**config.mk**
```make
export PLATFORM = sky130hd
export DESIGN_NAME = mem_port_arbiter
export DESIGN_NICKNAME = d
export VERILOG_FILES = /design/src/rtl/mem_arb_pkg.sv /design/src/rtl/mem_port_arbiter_rr_pick2.sv /design/src/rtl/mem_port_arbiter.sv
export SDC_FILE = /design/constraint.sdc
export NUM_CORES = 1
export LEC_CHECK = 0
export CAP_MARGIN = 40
export CORE_AREA = 4 4 631 633
export DETAILED_ROUTE_END_ITERATION = 7
export DIE_AREA = 0 0 635 637
export SYNTH_ARGS = -nofsm -noshare
export SYNTH_HDL_FRONTEND = slang
export SYNTH_SLANG_ARGS = --single-unit
export TNS_END_PERCENT = 100
```
**constraint.sdc**
```tcl
create_clock -name clk_i -period 2 [get_ports clk_i]
set_input_delay 0.4 -clock clk_i [delete_from_list [all_inputs] [get_ports clk_i]]
set_output_delay 0.4 -clock clk_i [all_outputs]
set_load 0.02 [all_outputs]
```
**src/rtl/mem_arb_pkg.sv**
```systemverilog
// Shared types and defaults for the two-requester memory port arbiter.
package mem_arb_pkg;
    localparam int DEF_ADDR_W = 32;
    localparam int DEF_DATA_W = 256;
    localparam int WDOG_W     = 16;

    typedef enum logic [1:0] {
        IDLE = 2'd0,
        BUSY = 2'd1,
        TURN = 2'd2
    } arb_state_e;
endpackage

```
**src/rtl/mem_port_arbiter_rr_pick2.sv**
```systemverilog
// Two-way round-robin picker: a sole requester wins, a tie goes to the port
// that was not served last.
module rr_pick2 (
    input  logic [1:0] req,
    input  logic       last,
    output logic       gnt_valid,
    output logic       idx
);
    always_comb begin
        gnt_valid = |req;
        idx       = 1'b0;
        if (req == 2'b11) begin
            idx = ~last;
        end else begin
            idx = req[1];
        end
    end
endmodule

```
**src/rtl/mem_port_arbiter.sv**
```systemverilog
// Shares one line-wide memory port between the icache (port 0) and dcache
// (port 1); one transaction in flight, registered request, combinational ack.
//
// state | meaning
// IDLE  | waiting for a requester; grant taken at the next edge
// BUSY  | request on the memory port, waiting for mem_ack_i
// TURN  | dead cycle so the served owner can drop its enable
module mem_port_arbiter
    import mem_arb_pkg::*;
#(
    parameter int ADDR_W  = DEF_ADDR_W,
    parameter int DATA_W  = DEF_DATA_W,
    parameter int TIMEOUT = 1024
) (
    input  logic              clk_i,
    input  logic              rst_i,
    input  logic              m0_enable_i,
    input  logic              m0_write_i,
    input  logic [ADDR_W-1:0] m0_addr_i,
    input  logic [DATA_W-1:0] m0_data_i,
    output logic              m0_ack_o,
    output logic [DATA_W-1:0] m0_data_o,
    input  logic              m1_enable_i,
    input  logic              m1_write_i,
    input  logic [ADDR_W-1:0] m1_addr_i,
    input  logic [DATA_W-1:0] m1_data_i,
    output logic              m1_ack_o,
    output logic [DATA_W-1:0] m1_data_o,
    output logic              mem_enable_o,
    output logic              mem_write_o,
    output logic [ADDR_W-1:0] mem_addr_o,
    output logic [DATA_W-1:0] mem_data_o,
    input  logic [DATA_W-1:0] mem_data_i,
    input  logic              mem_ack_i,
    output logic              owner_o,
    output logic              err_ack_o,
    output logic              timeout_o
);
    localparam logic [WDOG_W-1:0] WDOG_TC = WDOG_W'(TIMEOUT - 1);

    arb_state_e        state_r;
    arb_state_e        state_nxt;
    logic              last_r;
    logic              owner_r;
    logic [WDOG_W-1:0] wdog_r;
    logic              gnt_valid;
    logic              pick;

    rr_pick2 u_pick (
        .req       ({m1_enable_i, m0_enable_i}),
        .last      (last_r),
        .gnt_valid (gnt_valid),
        .idx       (pick)
    );

    always_comb begin
        state_nxt = state_r;
        case (state_r)
            IDLE:    if (gnt_valid) state_nxt = BUSY;
            BUSY:    if (mem_ack_i) state_nxt = TURN;
            TURN:    state_nxt = IDLE;
            default: state_nxt = IDLE;
        endcase
    end

    always_ff @(posedge clk_i) begin
        if (rst_i) begin
            state_r <= IDLE;
        end else begin
            state_r <= state_nxt;
        end
    end

    always_ff @(posedge clk_i) begin
        if (rst_i) begin
            last_r       <= 1'b1;
            owner_r      <= 1'b0;
            wdog_r       <= '0;
            mem_enable_o <= 1'b0;
            mem_write_o  <= 1'b0;
            mem_addr_o   <= '0;
            mem_data_o   <= '0;
            err_ack_o    <= 1'b0;
            timeout_o    <= 1'b0;
        end else begin
            if (mem_ack_i && (state_r != BUSY)) begin
                err_ack_o <= 1'b1;
            end
            case (state_r)
                IDLE: begin
                    if (gnt_valid) begin
                        owner_r      <= pick;
                        mem_enable_o <= 1'b1;
                        mem_write_o  <= pick ? m1_write_i : m0_write_i;
                        mem_addr_o   <= pick ? m1_addr_i  : m0_addr_i;
                        mem_data_o   <= pick ? m1_data_i  : m0_data_i;
                        wdog_r       <= '0;
                    end
                end
                BUSY: begin
                    if (mem_ack_i) begin
                        mem_enable_o <= 1'b0;
                        last_r       <= owner_r;
                    end else begin
                        if (wdog_r != '1) begin
                            wdog_r <= wdog_r + 1'b1;
                        end
                        // Watchdog only flags; the transaction keeps waiting.
                        if ((TIMEOUT != 0) && (wdog_r == WDOG_TC)) begin
                            timeout_o <= 1'b1;
                        end
                    end
                end
                default: ;
            endcase
        end
    end

    assign m0_ack_o  = (state_r == BUSY) && mem_ack_i && !owner_r;
    assign m1_ack_o  = (state_r == BUSY) && mem_ack_i &&  owner_r;
    assign m0_data_o = mem_data_i;
    assign m1_data_o = mem_data_i;
    assign owner_o   = owner_r;
endmodule

```
==> metrics.csv <==
metric;value;unit
status;finished, final reports clean;
post_synth_xor_area_fraction;0;%
netSwitchingFraction;39.1;%
asyncSetResetFlopFracSynth;0;%
layout.cell_area.non_filler;31300;um^2
grt_remaining_overflow;0;
port_buffers;877;
post_synth.cell_area_avg;7.60;um^2
area_growth_syn_to_layout;81.1;%
cts.sink_count;312;
dpl-instance-area;29500;um^2
grtUsageMet3;14.8;%
number_of_flops_mapped_to_enable_cells_by_yosys;0;
crit_path_max_fanout;3;
pin_count;1646;
drv.max_cap_violation_count;0;
worst_r2r_endpoint;mem_data_o[231]$_SDFFE_PP0P_;
mappedNetlistArea;17300;um^2
synth_ff_type;dfxtp_1;
worst_clock_skew;0.0931;ns
timing.final.max_slew_violations;0;
insertion_delay;0.74;ns
post-place-cells;7806;
setup.worst_path.end;m0_ack_o;
timing.reg2reg.setup_slack;0.16;ns
grt.total_usage;14.6;%
ir_drop;0.000569;V
total_routed_wirelength;308000;um
route.vias.total;19800;
grt_antenna_before_repair;170;
grt.met2_usage;25.4;%
use_met1;10.7;%
grt_max_degree;106;
synth_simple_gate_area_share;21.7;%
floorplan.die.height;637;um
cts_buffer_depth;3;
synth-adder-area-share;0.0725;%
route.detailed.drc;0;
synth_cell_types;37;
fin_cells;7970;
fin_setup_tns;0;ns
finish.net_count;3477;
internal_power;15000;uW
route.detailed.vias_per_inst;2.48;
end_kind;output pin;
synth_nets;3110;
synth_seq_cells;312;
worstPathArrival;1.55;ns
grt_setup_unrepaired;true;
leakage;0.0106;uW
dpl.hpwl;287000;um
slew_headroom;59.4;%
r2r.worst_path.cells;7;
pwr-share-comb;32.9;%
syn_inst;2270;
share_seq_of_total_power;30.5;%
power.density;786;nW/um^2
floorplan.core_area;392000;um^2
critPathKind;flip-flop to output pin;
holdCritPathClass;input port to flip-flop;
floorplan.die.width;635;um
rows;230;
critical_path_start;state_r[0]$_SDFFE_PP0P_;
ys_warn_count;0;
grt_pass1_vias;17800;
antenna_violation_net_count_after_detailed_routing;0;
final.min_clock_period;1.95;ns
main_combinational_cell_family_by_area_after_synthesis;buffers and inverters;
net-switching-power;9610;uW
clk_pin_slew;0.06;ns
synth_compound_gate_area_share;15.9;%
cts_tree;yes;
drtPass1Iterations;6;
starting_density;4.40;%
report.final.setup_viol;0;
cts_root_buffer;clkbuf_16;
total_power;24600;uW
cts-buffers-inserted;46;
yosys-mux-area-fraction;0.116;%
layout-drive-gt1-share;15.1;%
die_area;404000;um^2
worst-endpoint-required;1.60;ns
synth-seq-area-share;36.2;%
setup.worst_path.start_class;flip-flop;
htree_levels;2;
tightestPinTransition;0.610;ns
grt_busiest_layer;met2;
period_share;97.6;%
critical_path.reg2reg.startpoint;state_r[0]$_SDFFE_PP0P_;
wire_length_of_the_first_global_routing_pass;350000;um
achievable-frequency;0.512;GHz
routedWlPerCell;38.7;um
drtIter0Drc;2266;
pwr-share-clk;36.6;%
finalHoldViolCount;0;
gp_congestion;0.900;
## critical path: stages, from the launching register on
cell,delay (ns)
dfxtp_4,0.34
nor2b_4,0.16
nand2_2,0.09
nor2_4,0.13
buf_12,0.15
## logic make-up (layout without fill, tap and decap cells)
logic type      count (synthesis)  count (layout)
simple gates                  958             958
buf+inv                       675            1080
compound gates                322             322
flops                         312             312
mux                             2               2
fa+ha+maj                       1               1
other cells                     0              75
## how the worst min path moves through the flow
stage,cells after the start,to,from
2_1_floorplan,1,last_r$_SDFFE_PP1P_,last_r$_SDFFE_PP1P_
3_5_place_dp,1,last_r$_SDFFE_PP1P_,last_r$_SDFFE_PP1P_
6_report,2,timeout_o$_SDFFE_PP0P_,rst_i
5_1_grt,2,timeout_o$_SDFFE_PP0P_,rst_i
3_3_place_gp,1,last_r$_SDFFE_PP1P_,last_r$_SDFFE_PP1P_
4_1_cts,2,mem_enable_o$_SDFFE_PP0P_,rst_i
## Yosys cell counts, types with 2 or more instances
master | n | area (um^2)
nor2b_1 | 6 | 37.5
nand2b_1 | 3 | 18.8
or2_2 | 2 | 12.5
a211o_1 | 2 | 17.5
and3_1 | 6 | 37.5
o31ai_1 | 3 | 22.5
o21ai_0 | 7 | 35.0
dfxtp_1 | 312 | 6250
nand3_1 | 13 | 65.1
and2_1 | 4 | 25.0
nor4_1 | 4 | 25.0
a311oi_1 | 289 | 2530
nor3_1 | 5 | 25.0
nand2_1 | 597 | 2240
a21o_1 | 4 | 30.0
buf_4 | 512 | 3840
nor2_1 | 303 | 1140
buf_1 | 2 | 7.51
clkbuf_1 | 127 | 477
nand4_1 | 5 | 31.3
a31oi_1 | 2 | 12.5
mux2i_1 | 2 | 20.0
a21oi_1 | 10 | 50.1
buf_2 | 34 | 170
and4_1 | 4 | 35.0
## power groups by stage
| stage | clock network, uW | logic [uW] | registers, uW |
|---|---|---|---|
| after detailed placement | 0 | 8590 | 7620 |
| after CTS | 9370 | 8450 | 7490 |
| after floorplan | 0 | 3280 | 8290 |
| final | 9010 | 8080 | 7500 |
| after global routing | 9500 | 8660 | 7560 |
| after global placement | 0 | 8580 | 7600 |
## cell usage in the layout, fill, tap and decap left out, drive strengths merged, types with 2 or more instances in the layout
cell,Yosys,routed
nor2,303,303
a311oi,289,289
clkinvlp,0,6
buf,548,273
o31ai,3,3
bufinv,0,3
nand2,597,597
nand3,13,13
o21ai,8,8
a21o,4,4
nor4,4,4
a31oi,2,2
nand2b,3,3
and2,4,4
diode,0,75
a21oi,10,10
dlygate4sd2,0,100
nor2b,7,7
and3,6,6
or2,2,2
nor3,6,6
a211o,2,2
clkbuf,127,59
clkdlybuf4s50,0,581
clkdlybuf4s15,0,39
and4,4,4
clkinv,0,11
nand4,5,5
inv,0,7
dfxtp,312,312
mux2i,2,2
## layer usage
| layer | up-vias | part of all wire (%) |
|---|---|---|
| met5 | - | 0.57 |
| met4 | 124 | 3.4 |
| met3 | 495 | 22 |
| met2 | 2129 | 49 |
| met1 | 9001 | 25 |
| li1 | 8033 | - |
## through the flow
stage          utilization, %  setup slack, ns  hold slack (ns)
3_5_place_dp             7.52           -0.376            0.451
3_3_place_gp             7.52           -0.330            0.448
5_1_grt                  7.96          -0.0395           0.0631
6_report                 7.98           0.0487           0.0899
4_1_cts                  7.93          -0.0581           0.0136
2_1_floorplan               -            0.243            0.436
## state kept, by name (all words and copies together) (netlist names)
register      count
owner_o           1
last_r            1
mem_write_o       1
wdog_r           16
mem_data_o      256
timeout_o         1
mem_addr_o       32
mem_enable_o      1
state_r           2
err_ack_o         1
## repair_timing
item / in CTS / in global routing
buffers inserted: 2 / 1
pin swaps: 1 / 1
setup endpoints to repair: 147 / 4
gates cloned: 0 / 0
hold buffers: 0 / 0
resized for setup: 236 / 3
## final cells by class
class,count,area [um^2]
Timing Repair Buffer,994,10100
Multi-Input combinational cell,1283,6560
Sequential cell,312,6260
Antenna cell,75,188
Fill cell,45900,361000
Tap cell,5220,6530
Clock inverter,27,318
Clock buffer,59,1270
No activity file was read; power rests on OpenSTA's default activity.
